## src/rtl/countdown_timer.sv

```systemverilog
// Minutes/seconds countdown timer with load, start, pause and expiry.
// The count only moves on a tick while running and saturates at 00:00.
module countdown_timer #(
  parameter int unsigned MAX_MIN = 59
) (
  input  logic       clk,
  input  logic       reset,
  input  logic       tick,
  input  logic       load,
  input  logic [5:0] load_min,
  input  logic [5:0] load_sec,
  input  logic       start,
  input  logic       pause,
  output logic [5:0] minutes,
  output logic [5:0] seconds,
  output logic       borrow,
  output logic       running,
  output logic       expired,
  output logic       done
);

  localparam int unsigned CW = 6;
  localparam logic [CW-1:0] SEC_MAX = CW'(59);
  localparam logic [CW-1:0] MIN_MAX = CW'(MAX_MIN);

  typedef enum logic [1:0] {
    S_IDLE    = 2'd0,
    S_RUN     = 2'd1,
    S_PAUSED  = 2'd2,
    S_EXPIRED = 2'd3
  } state_e;

  state_e        state_q, state_d;
  logic [CW-1:0] min_q, min_d;
  logic [CW-1:0] sec_q, sec_d;
  logic          borrow_q, borrow_d;
  logic          running_q, running_d;
  logic          expired_q, expired_d;
  logic          done_q, done_d;

  logic [CW-1:0] load_min_clamped;
  logic [CW-1:0] load_sec_clamped;
  logic          count_nz;
  logic          at_one;
  logic          run_tick;

  // Saturate presets and decode count conditions used by both comb blocks.
  always_comb begin
    load_min_clamped = (load_min > MIN_MAX) ? MIN_MAX : load_min;
    load_sec_clamped = (load_sec > SEC_MAX) ? SEC_MAX : load_sec;
    count_nz         = (min_q != '0) || (sec_q != '0);
    at_one           = (min_q == '0) && (sec_q == CW'(1));
    // Pause wins over a same-cycle tick; load/start have no effect in RUN.
    run_tick         = tick && !pause;
  end

  // State register plus registered outputs, synchronous reset.
  always_ff @(posedge clk) begin
    if (reset) begin
      state_q   <= S_IDLE;
      min_q     <= '0;
      sec_q     <= '0;
      borrow_q  <= 1'b0;
      running_q <= 1'b0;
      expired_q <= 1'b0;
      done_q    <= 1'b0;
    end else begin
      state_q   <= state_d;
      min_q     <= min_d;
      sec_q     <= sec_d;
      borrow_q  <= borrow_d;
      running_q <= running_d;
      expired_q <= expired_d;
      done_q    <= done_d;
    end
  end

  // Next-state selection with load > start > pause > tick priority.
  always_comb begin
    state_d = state_q;
    unique case (state_q)
      S_IDLE: begin
        if (!load && start && count_nz) state_d = S_RUN;
      end
      S_RUN: begin
        if (pause)                  state_d = S_PAUSED;
        else if (tick && at_one)    state_d = S_EXPIRED;
      end
      S_PAUSED: begin
        if (load)                   state_d = S_IDLE;
        else if (start)             state_d = S_RUN;
      end
      S_EXPIRED: begin
        if (load)                   state_d = S_IDLE;
      end
      default:                      state_d = S_IDLE;
    endcase
  end

  // Next values of the count and the registered flag outputs.
  always_comb begin
    min_d     = min_q;
    sec_d     = sec_q;
    borrow_d  = 1'b0;
    done_d    = 1'b0;
    running_d = (state_d == S_RUN);
    expired_d = (state_d == S_EXPIRED);
    unique case (state_q)
      S_RUN: begin
        if (run_tick) begin
          if (sec_q != '0) begin
            sec_d  = sec_q - CW'(1);
            done_d = at_one;
          end else if (min_q != '0) begin
            sec_d    = SEC_MAX;
            min_d    = min_q - CW'(1);
            borrow_d = 1'b1;
          end
        end
      end
      default: begin
        if (load) begin
          min_d = load_min_clamped;
          sec_d = load_sec_clamped;
        end
      end
    endcase
  end

  assign minutes = min_q;
  assign seconds = sec_q;
  assign borrow  = borrow_q;
  assign running = running_q;
  assign expired = expired_q;
  assign done    = done_q;

endmodule

```

## config.mk

```make
export PLATFORM = sky130hd
export DESIGN_NAME = countdown_timer
export DESIGN_NICKNAME = d
export VERILOG_FILES = /design/src/rtl/countdown_timer.sv
export SDC_FILE = /design/constraint.sdc
export NUM_CORES = 1
export LEC_CHECK = 0
export CAP_MARGIN = 40
export CELL_PAD_IN_SITES_DETAIL_PLACEMENT = 1
export CELL_PAD_IN_SITES_GLOBAL_PLACEMENT = 2
export CORE_ASPECT_RATIO = 0.5
export CORE_MARGIN = 4
export CORE_UTILIZATION = 25
export DETAILED_ROUTE_END_ITERATION = 8
export PLACE_DENSITY_LB_ADDON = 0.12
export RECOVER_POWER = 100
export SLEW_MARGIN = 20
export SYNTH_ARGS = -nofsm -noshare
export SYNTH_HDL_FRONTEND = slang
export SYNTH_SLANG_ARGS = --single-unit
export TNS_END_PERCENT = 20
```

## constraint.sdc

```tcl
create_clock -name clk -period 5.88 [get_ports clk]
set_input_delay 1.764 -clock clk [delete_from_list [all_inputs] [get_ports clk]]
set_output_delay 1.764 -clock clk [all_outputs]
set_load 0.05 [all_outputs]
```

---- Word level (Yosys, flattened, before mapping) ----
Cells that the tools add are included.
operators by class
  add/subtract/negate cells ............... 2
  order comparisons ....................... 2
  equal/unequal tests ..................... 10
  multiplexer cells ....................... 20
  bitwise operators ....................... 3
  reduce and logical (&&, ||, !) cells .... 17
operators by type and width
  operator                                                             number
  6-bit 2-to-1 mux                                                     12
  6-bit greater-than comparator (second input constant)                2
  2-bit 2-to-1 mux                                                     6
  6-bit nonzero test                                                   2
  6-bit by 1-bit subtractor with 6-bit output (second input constant)  2
  2-bit case mux with 4 select lines                                   1
  4-bit OR reduction                                                   2
  2-bit == test (second input constant)                                3
  6-bit by 1-bit == test with 1-bit output (second input constant)     1
  6-bit logical NOT                                                    1
  2-bit inequality test (second input constant)                        3
  1-bit logical AND                                                    5
  2-bit by 1-bit == test with 1-bit output (second input constant)     2
  4-bit AND reduction                                                  1
  3-bit inequality test (second input constant)                        1
  1-bit inverter                                                       3
  3-bit AND reduction                                                  1
  1-bit logical NOT                                                    2
  2-bit logical NOT                                                    1
  2-bit nonzero test                                                   1
  1-bit logical OR                                                     1
  1-bit 2-to-1 mux                                                     1
word-level totals
  register bits ........................... 18
  input port bits ......................... 18
  logic and storage cells ................. 61

---- Longest topological paths before layout ----
Gate-level depths: netlist of run 1.
  depth in word-level cells ............... 7
  depth in mapped cells ................... 8
  depth with buffers taken out ............ 7

---- Least setup slack after synthesis of run 1 ----
No wires, ideal clock.
  kind .................................... in2reg
  start point ............................. input port pause
  end point ............................... register min_q[1], in the netlist minutes[1]
  setup time .............................. 0.067 ns
  arrival time ............................ 2.808 ns
  required time ........................... 5.813 ns
  slack ................................... 3.005 ns
  cell stages on the path ................. 5
  path buffers ............................ 1
  path through ............................ nand3b_1 > o31a_1 > buf_6 > a211o_1 > a21oi_2
on the way
  longest elaborated chain between the ends .. 4
ends and longest elaborated chain
  item                             line  text
  start, declared                  13    input logic pause,
  1-bit logical NOT                54    run_tick = tick && !pause;
  1-bit logical AND                54
  2-bit inequality test (no line)  n/a
  4-bit AND reduction (no line)    n/a
  end signal, assigned             69    min_q <= min_d;
  end, declared                    34    logic [CW-1:0] min_q, min_d;
Every way passes these cells.
A chain may end at the register's enable or synchronous reset.

---- Worst setup path in the final report of run 1 ----
  start point ............................. input port pause
  end point ............................... register sec_q[5], in the netlist seconds[5]
on the way
  longest elaborated chain between the ends .. 4
ends and longest elaborated chain
  item                             line  text
  1-bit logical NOT                54
  1-bit logical AND                54
  2-bit inequality test (no line)  n/a
  3-bit AND reduction (no line)    n/a
  end signal, assigned             62    sec_q <= '0;
  end signal, assigned             70    sec_q <= sec_d;
  end, declared                    35    logic [CW-1:0] sec_q, sec_d;
Every way passes these cells.

==> results of run 1 <==
-- worst max-delay path: cells and delay by family --
kind	cells	cell delay, ns
compound gates	2	1.12
buf+inv	1	0.57
simple gates	2	0.36
-- flip-flops by register name, summed over array words and instances, names as in the netlist --
| register | flops |
|---|---|
| running | 1 |
| state_q | 2 |
| seconds | 6 |
| borrow | 1 |
| minutes | 6 |
| done | 1 |
| expired | 1 |
-- cell usage after synthesis --
cell,count
o41ai_1,1
nand3b_1,1
a211o_1,1
or3_1,5
o211ai_1,3
a211oi_1,2
o311a_1,1
dfxtp_1,18
nand3_1,6
nor4b_1,2
o31a_1,1
nor4_2,1
nand2_1,9
buf_6,1
a21oi_1,9
nor3_1,7
nand2b_1,4
or2_4,1
ha_1,4
a32o_1,2
o32a_1,1
a221o_1,1
a31oi_1,3
o22a_2,1
and2_1,1
clkbuf_1,4
or4b_4,1
nor4_1,4
o21ai_1,1
or2_0,1
inv_1,10
o31ai_1,5
o21ai_0,7
nor2b_1,2
nand4_1,2
a21oi_2,1
nor2_1,16
-- power groups by stage --
stage | sequential, W | clock, W | combinational, W
after floorplan | 0.000173 | 0 | 0.0000642
after global placement | 0.000148 | 0 | 0.000139
after detailed placement | 0.000147 | 0 | 0.000139
after CTS | 0.000145 | 0.000109 | 0.000140
after global routing | 0.000147 | 0.000113 | 0.000150
final | 0.000144 | 0.000105 | 0.000137
-- metal layers --
| layer | wire (um) | global-route usage (%) |
|---|---|---|
| met5 | 0 | 0 |
| met1 | 1850 | 19.4 |
| met2 | 1410 | 20.5 |
| met4 | 10 | 1.99 |
| met3 | 190 | 4.71 |
-- per-stage QoR --
stage                     std cells  worst slack (ns)
final                           227              2.18
after global routing            227              2.02
after CTS                       226              2.49
after detailed placement        222              2.30
after global placement          222              2.35
after floorplan                 140              3.00
-- worst max path at each step --
stage                     slack (ns)         end  depth (start not counted)        from
final                           2.18  seconds[5]                          5       pause
after global routing            2.02  seconds[5]                          5       pause
after CTS                       2.49  seconds[3]                          1  seconds[3]
after detailed placement        2.30  minutes[0]                          5       pause
after global placement          2.35  minutes[0]                          5       pause
after floorplan                 3.00  minutes[1]                          5       pause
-- cell families after synthesis --
logic type | Yosys count | synth area share, %
buffers and inverters | 15 | 5.88
adders and majority gates | 4 | 4.61
DFF | 18 | 33.2
and+or+nand+nor | 63 | 31.1
AOI/OAI and AO/OA | 40 | 25.2
-- final cells by class --
class / count / share of cell area [%]
clock buffer: 4 / 3.61
tap: 54 / 4.43
multi-input combinational: 107 / 43.4
timing repair buffer: 34 / 22.4
inverter: 10 / 2.46
sequential: 18 / 23.6
==> results.toml, run 1 <==
[drt]
dr.first_iter.drc_count = 25
first_pass_iters = 4
final_antenna_net_count = 0
drt-total-wl_um = 3450
wl_per_cell_um = 15.2
remaining_drc_errors = 0
vias = 1158
vias_per_cell = 5.10

[worst_setup_path]
cpMaxStageDelayCell = "o21ai_0"
worstPathCellList = "dlygate4sd3_1 -> nand3b_1 -> o21ai_0 -> o311a_1 -> nor3_1"
rrSetupSlack_ns = 3.17
critPathMaxFanout = 8
ff2ff_path_depth = 7
reg2reg_from = "seconds[0]"
crit_path_start_kind = "input port"
worst_setup_path_end_kind = "register"
max_stage_delay_ns = 0.83
cp.required_ns = 6.00
worstSetupPathType = "input port to register"
worstReg2RegEnd = "seconds[2]"
arrival_ns = 3.82

[timing]
slew_headroom_pct = 36.6
rsz0062_at_grt = "false"
worst_hold_slack_ns = 0.489
final-hold-violation-count = 0
min_period_over_period_pct = 62.9
tightestPinTransition_ns = 0.941
fin_crit_ns = 3.70
setup_tns_ns = 0
timing.fmax_ghz = 0.270
skew_ns = 0.000984
slew_violations = 0
setup_viol = 0

[cts]
cts_buffer_depth = 2
cts_made_buffers = 3
clk_latency_ns = 0.26
htreeDepth = 1
ctsResizeCount = 0
postCtsHoldBufs = 0
cts_tree = "yes"
clock_sinks = 18
clkTransAtPathRegs_ns = 0.07
postCtsSetupRepairBufs = 0
clock-root-buffer = "clkbuf_8"

[grt]
grt_pass1_vias = 1106
grt_max_degree = 24
overflow = 0
grt_pass1_wl_um = 5730
antenna_found_initial = 0
track_usage_pct = 13.7

[hold_path]
min_from = "minutes[5]"
hold_end = "minutes[5]"
min_path_cells = 2
hold_class = "register to register"

[logic_synthesis]
synthTopCellsByArea = "dfxtp_1 (33%), nor2_1 (5.5%), ha_1 (4.6%)"
synth_nets = 162
yosys_warnings = 0
synth_top_area_cell = "dfxtp_1"
syn_avg_cell_area_um2 = 7.76
ys_ff_latch = 18
syn_area_mm2 = 0.00109
post_synth_num_cell_types = 37
yosysSeqAreaShare_pct = 33.2
synth_top_cell_area_share_pct = 33.2
synth_cells = 140

[pwr]
p_total_w = 0.000386
power_frac_seq_pct = 37.3
switching_share_pct = 37.3
comb_power_share_pct = 35.4
ir_worst_vdd_mv = 0.0738
intPower_w = 0.000242
power_switching_w = 0.000144
p_per_area_mw_per_mm2 = 253
p_clk_share_pct = 27.3
power_leakage_nw = 0.605

[job]
max_cap_viol_count = 0

[layout]
fin_nets = 196
syn_to_final_growth_pct = 40.3
multi_input_area_um2 = 662
final_util_pct = 37.7
final_cell_mix = "dlygate4sd3_1 (19), dfxtp_1 (18), nor2_1 (16)"
fillCellCount = 491
register_area_um2 = 360
fin_area_mm2 = 0.00152
antenna_cells = 0
drive_above_1_share_pct = 5.78
final_common_cell = "dlygate4sd3_1"

[floorplan]
design.die.area_mm2 = 0.00553
dieHeight_um = 54.6
io_pins = 34
start_util_pct = 26.9
num_rows = 16
dieWidth_um = 101
coreArea_mm2 = 0.00404

[place]
gp_congestion = 0.678
postPlaceCellArea_mm2 = 0.00146
io_buffers = 33
dp_hpwl_um = 2620

[outcome]
status = "completed"
No activity file was read; power rests on OpenSTA's default activity.
==> run 2, diff against run 1 <==
==> constraint.sdc (replaced) <==
create_clock -name clk -period 3.48 [get_ports clk]
set_input_delay 1.044 -clock clk [delete_from_list [all_inputs] [get_ports clk]]
set_output_delay 1.044 -clock clk [all_outputs]
set_load 0.05 [all_outputs]
==> results.toml, run 2 (synthesized netlist as in run 1, its figures left out) <==
[cts]
ctsResizeCount = 0
clk_latency_ns = 0.26
cts_buffer_depth = 2
postCtsSetupRepairBufs = 0
clkTransAtPathRegs_ns = 0.07
clock-root-buffer = "clkbuf_8"
htreeDepth = 1
cts_made_buffers = 3
postCtsHoldBufs = 0
cts_tree = "yes"
clock_sinks = 18

[timing]
fin_crit_ns = 2.93
rsz0062_at_grt = "false"
final-hold-violation-count = 0
worst_hold_slack_ns = 0.488
timing.fmax_ghz = 0.342
slew_violations = 0
setup_viol = 0
slew_headroom_pct = 36.2
tightestPinTransition_ns = 0.946
skew_ns = 0.00852
min_period_over_period_pct = 84.1
setup_tns_ns = 0

[worst_setup_path]
ff2ff_path_depth = 7
cp_top_family = "compound AO/OA/AOI/OAI gates"
reg2reg_from = "seconds[0]"
worstReg2RegEnd = "seconds[2]"
worstSetupPathType = "input port to register"
critPathMaxFanout = 8
arrival_ns = 3.10
max_stage_delay_ns = 0.82
cp.required_ns = 3.66
crit_path_start_kind = "input port"
cp.buffers_inverters = 1
worstPathCellList = "dlygate4sd3_1 -> nand3b_1 -> o21ai_0 -> a21oi_1 -> a211oi_1"
rrSetupSlack_ns = 0.89
worst_setup_path_end_kind = "register"
cpMaxStageDelayCell = "o21ai_0"

[hold_path]
hold_class = "register to register"
min_from = "minutes[5]"
min_path_cells = 2
hold_end = "minutes[5]"

[drt]
remaining_drc_errors = 0
first_pass_iters = 4
vias = 1160
vias_per_cell = 5.09
final_antenna_net_count = 0
dr.first_iter.drc_count = 27
wl_per_cell_um = 15.6
drt-total-wl_um = 3550

[place]
gp_congestion = 0.690
placedCellCount = 225
dp_hpwl_um = 2700
io_buffers = 33

[layout]
fillCellCount = 500
register_area_um2 = 360
multi_input_area_um2 = 658
syn_to_final_growth_pct = 39.7
fin_nets = 198
final_cell_mix = "dfxtp_1 (18), dlygate4sd3_1 (18), nor2_1 (16)"
antenna_cells = 0
drive_above_1_share_pct = 5.75
final_util_pct = 37.5
finalNonFillerCells = 228

[floorplan]
start_util_pct = 26.9
io_pins = 34
num_rows = 16
dieWidth_um = 101
design.die.area_mm2 = 0.00553
dieHeight_um = 54.6
coreArea_mm2 = 0.00404

[outcome]
status = "completed"

[pwr]
power_leakage_nw = 0.606
p_per_area_mw_per_mm2 = 410
ir_worst_vdd_mv = 0.128

[grt]
grt_pass1_vias = 1134
grt_pass1_wl_um = 5980
track_usage_pct = 14.3
antenna_found_initial = 0
grt_max_degree = 24
overflow = 0

[job]
max_cap_viol_count = 0
## run 2: cell types whose count changed in the layout (fill, tap and decap cells not counted)
cell	change
buf_4	+3
buf_6	-1
clkbuf_8	-1
dlygate4sd3_1	-1
a21oi_2	-1
a21oi_1	+1
clkdlybuf4s50_1	+1
## run 2: worst min-delay path: stages (launching register included)
cell and delay (ns):
dfxtp_1 0.31, o21ai_0 0.07, a21oi_1 0.06
## run 2: worst max-delay path by stage
stage	start	endpoint	slack, ns	depth (start not counted)
after detailed placement	pause	minutes[0]	0.66	5
after global placement	pause	minutes[0]	0.71	5
after floorplan	seconds[0]	minutes[1]	1.05	8
after global routing	pause	seconds[3]	0.39	5
after CTS	seconds[5]	seconds[5]	0.81	1
final	pause	seconds[3]	0.55	5
## run 2: report_power, final
| group | total [W] | switching (W) | internal (W) | leakage (nW) |
|---|---|---|---|---|
| registers | 0.000245 | 0.0000228 | 0.000222 | 0.148 |
| logic | 0.000231 | 0.000143 | 0.0000880 | 0.437 |
| clock network | 0.000147 | 0.0000698 | 0.0000770 | 0.0216 |
## run 2: final cells by class
cell class	instances	area share [%]
Tap cell	54	4.45
Timing Repair Buffer	36	23.2
Multi-Input combinational cell	107	43.4
Sequential cell	18	23.7
Inverter	10	2.47
Clock buffer	3	2.72
## run 2: metal layers
layer	wire length, um	GRT usage, %
met5	0	0
met4	19	2.65
met3	184	4.58
met2	1510	22.5
met1	1840	19.5
## run 2: through the flow
step	total power (W)	setup WS [ns]	cell area (um^2)
after floorplan	0.000401	1.05	1090
after global placement	0.000488	0.706	1480
after detailed placement	0.000489	0.663	1480
after CTS	0.000641	0.810	1520
after global routing	0.000667	0.390	1520
final	0.000623	0.553	1520
